--- src/rtl/mem_master_pkg.sv ---
// Shared types and constants for the single-port memory initiator.
package mem_master_pkg;

    typedef enum logic [1:0] {
        IDLE  = 2'd0,
        WRITE = 2'd1,
        READ  = 2'd2,
        DRAIN = 2'd3
    } state_t;

    localparam logic MODE_WRITE = 1'b0;
    localparam logic MODE_READ  = 1'b1;

    localparam int ADDR_W_DEF = 5;
    localparam int DATA_W_DEF = 32;

endpackage

--- src/rtl/mem_rd_pipe.sv ---
// Valid shift register that tags each read issue and marks when its data
// comes back from the memory RD_LATENCY cycles later.
module mem_rd_pipe #(
    parameter int RD_LATENCY = 1
) (
    input  logic clk,
    input  logic rst,
    input  logic issue,
    output logic rd_vld,
    output logic pending,
    output logic inflight
);

    localparam logic [RD_LATENCY-1:0] ONE  = 1;
    localparam logic [RD_LATENCY-1:0] TAIL = ONE << (RD_LATENCY - 1);

    logic [RD_LATENCY-1:0] vld_pipe;

    // Shift a tag in per issued read address; bit RD_LATENCY-1 lines up with mem_data_out.
    always_ff @(posedge clk or posedge rst) begin
        if (rst) vld_pipe <= '0;
        else     vld_pipe <= (vld_pipe << 1) | (issue ? ONE : '0);
    end

    assign rd_vld   = |(vld_pipe & TAIL);
    // Reads that will still be outstanding after the current cycle.
    assign pending  = |(vld_pipe & ~TAIL);
    assign inflight = |vld_pipe;

endmodule

--- src/rtl/single_port_mem_master.sv ---
// Initiator for the single-port memory: takes burst commands, sequences
// mem_mode/mem_addr/mem_data_in and streams read data back.
// Optional feature: MEM_MASTER_BOUND_CHECK_EN rejects bursts that would
// run past the top address (err pulse) instead of wrapping.
module single_port_mem_master
    import mem_master_pkg::*;
#(
    parameter int ADDR_W     = ADDR_W_DEF,
    parameter int DATA_W     = DATA_W_DEF,
    parameter int RD_LATENCY = 1
) (
    input  logic              clk,
    input  logic              rst,
    input  logic              cmd_valid,
    output logic              cmd_ready,
    input  logic              cmd_write,
    input  logic [ADDR_W-1:0] cmd_addr,
    input  logic [ADDR_W-1:0] cmd_len,
    input  logic              wdata_valid,
    output logic              wdata_ready,
    input  logic [DATA_W-1:0] wdata,
    output logic              rdata_valid,
    output logic [DATA_W-1:0] rdata,
    output logic              busy,
    output logic              err,
    output logic              mem_mode,
    output logic [ADDR_W-1:0] mem_addr,
    output logic [DATA_W-1:0] mem_data_in,
    input  logic [DATA_W-1:0] mem_data_out
);

    state_t            state;
    logic [ADDR_W-1:0] cur;
    logic [ADDR_W-1:0] cnt;
    logic              rd_vld;
    logic              rd_pending;
    logic              rd_inflight;
    logic              bad_cmd;

`ifdef MEM_MASTER_BOUND_CHECK_EN
    logic [ADDR_W:0] end_addr;
    assign end_addr = {1'b0, cmd_addr} + {1'b0, cmd_len};
    assign bad_cmd  = end_addr[ADDR_W];
`else
    assign bad_cmd  = 1'b0;
`endif

    mem_rd_pipe #(.RD_LATENCY(RD_LATENCY)) u_rd_pipe (
        .clk      (clk),
        .rst      (rst),
        .issue    (state == READ),
        .rd_vld   (rd_vld),
        .pending  (rd_pending),
        .inflight (rd_inflight)
    );

    // Burst sequencing: latch command, walk address/count, wait out read latency.
    always_ff @(posedge clk or posedge rst) begin
        if (rst) begin
            state <= IDLE;
            cur   <= '0;
            cnt   <= '0;
            err   <= 1'b0;
        end else begin
            err <= 1'b0;
            case (state)
                IDLE: begin
                    if (cmd_valid) begin
                        if (bad_cmd) begin
                            err <= 1'b1;
                        end else begin
                            cur   <= cmd_addr;
                            cnt   <= cmd_len;
                            state <= cmd_write ? WRITE : READ;
                        end
                    end
                end
                WRITE: begin
                    if (wdata_valid) begin
                        cur <= cur + 1'b1;
                        cnt <= cnt - 1'b1;
                        if (cnt == '0) state <= IDLE;
                    end
                end
                READ: begin
                    cur <= cur + 1'b1;
                    cnt <= cnt - 1'b1;
                    if (cnt == '0) state <= DRAIN;
                end
                DRAIN: begin
                    if (!rd_pending) state <= IDLE;
                end
                default: state <= IDLE;
            endcase
        end
    end

    // Memory drive: writes only on an accepted beat, otherwise a harmless read.
    always_comb begin
        mem_mode    = MODE_READ;
        mem_addr    = '0;
        mem_data_in = '0;
        if (state == WRITE && wdata_valid) begin
            mem_mode    = MODE_WRITE;
            mem_addr    = cur;
            mem_data_in = wdata;
        end else if (state == READ) begin
            mem_addr = cur;
        end
    end

    assign cmd_ready   = (state == IDLE);
    assign wdata_ready = (state == WRITE);
    assign busy        = (state != IDLE) || rd_inflight;
    assign rdata_valid = rd_vld;
    assign rdata       = rd_vld ? mem_data_out : '0;

endmodule

--- config.mk ---
export PLATFORM = sky130hd
export DESIGN_NAME = single_port_mem_master
export DESIGN_NICKNAME = d
export VERILOG_FILES = /design/src/rtl/mem_master_pkg.sv /design/src/rtl/mem_rd_pipe.sv /design/src/rtl/single_port_mem_master.sv
export SDC_FILE = /design/constraint.sdc
export NUM_CORES = 1
export LEC_CHECK = 0
export CELL_PAD_IN_SITES_DETAIL_PLACEMENT = 0
export CELL_PAD_IN_SITES_GLOBAL_PLACEMENT = 1
export CORE_MARGIN = 10
export CORE_UTILIZATION = 16
export CTS_CLUSTER_SIZE = 14
export DETAILED_ROUTE_END_ITERATION = 10
export GPL_TIMING_DRIVEN = 0
export PLACE_DENSITY = 0.78
export REMOVE_ABC_BUFFERS = 1
export SYNTH_ARGS = -nofsm -noshare
export SYNTH_HDL_FRONTEND = slang
export SYNTH_SLANG_ARGS = --single-unit
--- constraint.sdc ---
create_clock -name clk -period 1.7 [get_ports clk]
set_input_delay 0.34 -clock clk [delete_from_list [all_inputs] [get_ports clk]]
set_output_delay 0.34 -clock clk [all_outputs]
set_load 0.02 [all_outputs]
## Word level (Yosys, flattened, before mapping)

Index checks and enable logic that the tools add are counted.

| storage, ports and cells | value |
|---|---|
| output and inout bits | 75 |
| bits in writable memories | 0 |
| register bits | 13 |
| memories | 0 |
| bits in latches | 0 |
| ROM bits | 0 |

| cells by class | value |
|---|---|
| add/sub/neg operators | 2 |
| multiplexer cells | 18 |
| $mul | 0 |
| shifts and indexed selects | 0 |
| $lt $le $gt $ge | 0 |
| bitwise operators | 0 |
| divide/modulo/power cells | 0 |
| equality and inequality tests | 7 |
| reduce and logical (&&, ||, !) cells | 8 |

Operators with widths:

| kind | count |
|---|---|
| 2-to-1 mux 32 bit | 2 |
| 2-to-1 mux 5 bit | 6 |
| one-hot mux 5 bit (3 select lines) | 2 |
| 2-to-1 mux 2 bit | 5 |
| one-hot mux 2 bit (4 select lines) | 1 |
| inequality test 2 bit (second input constant) | 3 |
| adder 5 x 1 -> 5 bit (second input constant) | 1 |
| zero test 5 bit | 1 |
| subtractor 5 x 1 -> 5 bit (second input constant) | 1 |
| equality test 2 bit (second input constant) | 2 |
| AND reduction 4 bit | 1 |
| AND reduction 3 bit | 1 |
| nonzero test 3 bit | 1 |
| equality test 2 x 1 -> 1 bit (second input constant) | 1 |
| zero test 2 bit | 1 |
| 2-to-1 mux 1 bit | 2 |
| inequality test 2 x 1 -> 1 bit (second input constant) | 1 |
| nonzero test 2 bit | 1 |
| logical AND 1 bit | 1 |
| logical OR 1 bit | 1 |

## Logic depth before layout (Yosys ltp)

Gate-level depths: netlist (run 1).

| logic depth | value |
|---|---|
| word-level depth | 4 |
| mapped depth | 7 |
| depth with buffers taken out | 6 |

## By module

Synthesis (run 1) repeated with hierarchy kept, for this count alone.

| second synthesis, totals | value |
|---|---|
| cells, all modules | 178 |
| area total of the unflattened synthesis | 1375.1 um2 |

Modules (own cells, without submodules):

| module | area an instance (um2) | cells an instance | sequential area each (um2) | instances |
|---|---|---|---|---|
| single_port_mem_master | 1327.5 | 173 | 300.3 | 1 |
| mem_rd_pipe | 47.5 | 5 | 25.0 | 1 |

## Worst setup path before layout (run 1)

No wires, ideal clock.

| timing path | value |
|---|---|
| path kind | flip-flop to output port |
| start point | register state[1] |
| end point | output mem_data_in[22] |
| cell stages (with the launch flop) | 6 |
| path slack | -0.148 ns |
| required time | 1.360 ns |
| arrival time | 1.508 ns |
| cells stage by stage | dfrtp_1 > inv_1 > ha_1 > buf_2 > clkbuf_1 > and3_1 |

| between the ends | value |
|---|---|
| word-level cells in the longest chain between the ends | 3 |

RTL lines:

| what | line | text |
|---|---|---|
| start, declared | single_port_mem_master.sv:32 | `state_t state;` |
| start signal, assigned | single_port_mem_master.sv:74 | `state <= cmd_write ? WRITE : READ;` |
| equality test 2 x 1 -> 1 bit | -- |  |
| net wdata_ready | single_port_mem_master.sv:20 | `output logic wdata_ready,` |
| logical AND 1 bit | single_port_mem_master.sv:103 | `if (state == WRITE && wdata_valid) begin` |
| 2-to-1 mux 32 bit | single_port_mem_master.sv:103 |  |
| end, declared | single_port_mem_master.sv:28 | `output logic [DATA_W-1:0] mem_data_in,` |

The timed path passes the listed nets, and every way through them passes these cells.

## Final worst setup path (run 1)

| timing path | value |
|---|---|
| start point | register state[1] |
| end point | output mem_data_in[11] |

| between the ends | value |
|---|---|
| word-level cells in the longest chain between the ends | 3 |

RTL lines:

| what | line |
|---|---|
| equality test 2 x 1 -> 1 bit | single_port_mem_master.sv:103 |
| logical AND 1 bit | single_port_mem_master.sv:103 |
| 2-to-1 mux 32 bit | single_port_mem_master.sv:103 |

No other way between the ends.

==> impl_metrics.tcl, run 1 <==
set metrics [dict create \
    synth.area.mux_share_pct 3.09 \
    rsz0062_at_grt "yes" \
    clk_latency_ps 250 \
    crit_type "register to primary output" \
    die_area_um2 12700 \
    holdBufCountCts 0 \
    drc 0 \
    drtPass1Iterations 4 \
    power_density_nw_per_um2 1530 \
    grt_usage_pct 10.9 \
    ant_nets 0 \
    yosys.area_share.simple_pct 44.8 \
    area_growth_pct 148 \
    drt-initial-drc-count 43 \
    drv_slew 0 \
    route.met2.wl_um 3840 \
    finalClockSkew_ps 2.18 \
    crit_path_start_kind "register" \
    ys_warn_count 0 \
    cts.sinks 13 \
    ys_async_sr_fraction_pct 100 \
    routed-via-count 1919 \
    synth_top_area_share_pct 23.7 \
    power.share.switching_pct 45.9 \
    synth_top_area_cell "dfrtp_1" \
    p_int_mw 2.83 \
    start_util_pct 16.6 \
    clk_pin_slew_ps 60 \
    finalCritPeriodShare_pct 108 \
    coreArea_um2 8300 \
    arrival_ps 1490 \
    fp.dieW_um 113 \
    peakVddDrop_uv 858 \
    ys_seq_area_share_pct 23.7 \
    worst_slew_pin_slew_ps 531 \
    cp-startpoint "state[1]" \
    dp_slack_ps -1260 \
    setup_viol 41 \
    place_hpwl_um 5510 \
    setup_tns_ps -3200 \
    topRoutingLayerUsed "met4" \
    hold_class "input pin to asynchronous set/reset pin" \
    min_period_ps 1830 \
    wl_met3_um 593 \
    critPathRequiredTime_ps 1360 \
    ys_ff_latch 13 \
    drt-total-wl_um 7630 \
    cts_tree "built" \
    crit_end "mem_data_in[11]" \
    pwr-share-clk_pct 5.5 \
    p_seq_share_pct 12.5 \
    cts_buffers 3 \
    endpoint_kind "primary output" \
    wl_per_cell_um 17.0 \
    first_global_vias 1949 \
    final_nets 432 \
    p_sw_mw 2.40 \
    syn_inst 176 \
    grt_pass1_wl_um 11400 \
    drive_above_1_share_pct 42.0 \
    grt_max_degree 36 \
    synth_flop_cell "dfrtp_1" \
    rows 33 \
    antenna_cells 0 \
    overflow 0 \
    m1WireLength_um 3090 \
    io_buffers 152 \
    timing.rr.end "cur[2]" \
    max_slew_margin_pct 64.6 \
    yosys.area_share.adder_pct 6.37 \
    syn_area_um2 1380 \
    antenna_found_initial 0 \
    synth_edf_count 0 \
    place.gp.congestion 0.746 \
    finalWorstSetupSlack_ps -128 \
    max_cap_violations 0 \
    vias_per_cell 4.26 \
    violations "setup timing" \
    synth_compound_area_share_pct 13.3 \
    r2r_cells 7 \
    power_frac_comb_pct 82.0 \
    synth_top_family_by_area "simple AND/OR/NAND/NOR gates" \
    finalHoldViolCount 0 \
    rrSetupSlack_ps -50 \
    outcome "finished with violations" \
    synth_cell_types 37 \
    synthTopCellsByArea "dfrtp_1 (24%), and2_1 (15%), and3_1 (14%), ha_1 (6.4%), nand2_1 (3.5%)" \
    root_buffer "clkbuf_8" \
    p_leak_nw 1.60 \
    fmax_mhz 547 \
    crit-reg2reg-launch "state[1]" \
    synth_area_per_cell_um2 7.81 \
    io_pins 154 \
    synth-xor-area-share_pct 0 \
    fp.dieH_um 113 \
    cp_max_fo 9 \
    htreeDepth 1 \
    cts.path.max_buffers 2 \
]
==> state kept, by name, summed over array words and instances (netlist names) <==
signal / count
cnt: 5
cur: 5
state: 2
u_rd_pipe.inflight: 1
==> metrics by stage <==
stage	utilization, %	cell area, um2	power [mW]	hold slack, ps	cells
detailed placement	35.6	2960	3.80	534	418
floorplan	-	1300	2.46	217	161
CTS	40.4	3350	4.93	456	446
global route	41.2	3420	5.62	494	450
global placement	35.6	2960	3.75	523	418
finish	41.2	3420	5.23	429	450
==> critical path: stages, from the launching register on <==
cell	delay [ps]
dfrtp_1	400
inv_2	100
ha_4	200
buf_4	140
buf_12	110
and3_1	170
buf_6	130
==> cells by family after synthesis <==
group,count (synthesis)
other,1
DFF,13
AOI/OAI and AO/OA,22
muxes,4
buffers and inverters,27
and+or+nand+nor,102
adders and majority gates,7
==> per-layer routing <==
metal | vias up | track usage [%]
met5 | - | 0
met4 | 0 | 2.45
met3 | 8 | 2.91
met2 | 94 | 19.0
met1 | 878 | 12.9
li1 | 939 | -
==> power groups by stage <==
stage	Clock, mW	Combinational [mW]	Sequential [mW]
detailed placement	0	3.09	0.711
global route	0.301	4.63	0.685
CTS	0.285	4.00	0.645
finish	0.286	4.28	0.656
floorplan	0	1.82	0.641
global placement	0	3.05	0.702
==> synth_stat cells (3+ instances only) <==
master    number
inv_1         11
nand3_1        4
and2_1        32
nor2b_1        5
nor3_1         4
clkbuf_1      10
ha_1           7
nand3b_1       4
and3_1        30
dfrtp_1       13
o21ai_0        6
nand2_1       13
and3_2         3
==> final cells by class <==
class | instances | area [um2]
multi-input cells | 136 | 1150
inverters | 12 | 45.0
repair buffers | 180 | 1710
flip-flops and latches | 13 | 330
fillers | 819 | 4880
clock buffers | 4 | 45.0
well taps | 105 | 131
==> placed cells by master (no fill, tap or decap), types with 3 or more instances in the layout <==
cell	n
a21oi_4	3
and2_1	32
and3_1	24
and3_2	3
and3_4	6
buf_12	5
buf_2	4
buf_4	17
buf_6	42
clkbuf_2	25
clkbuf_8	3
clkdlybuf4s15_1	8
clkdlybuf4s50_1	77
dfrtp_1	11
ha_4	5
inv_1	8
inv_2	4
nand2_1	11
nand3_1	3
nand3b_1	4
nor2b_1	4
nor3_2	4
o21ai_0	3
o21ai_2	3
==> how the worst min path moves through the flow <==
stage          endpoint  slack (ps)  depth (start not counted)
2_1_floorplan    cnt[0]         220                          1
3_3_place_gp     cur[1]         520                          2
3_5_place_dp     cur[1]         530                          2
4_1_cts          cnt[0]         460                          2
5_1_grt        state[1]         490                          2
6_report         cnt[2]         430                          2
==> repair_timing <==
item | 4_1_cts | 5_1_grt
gates cloned | 1 | 0
buffers inserted | 23 | 4
endpoints found under the setup margin | 86 | 84
resized for setup | 304 | 89
pin swaps | 6 | 8
No activity file was read; power rests on OpenSTA's default activity.
==> run 2: changes to the inputs <==
HOLD_SLACK_MARGIN = 0.05   (was default)
==> results of run 2 <==
Final layout, timing and power as in run 1 (identical DEF).
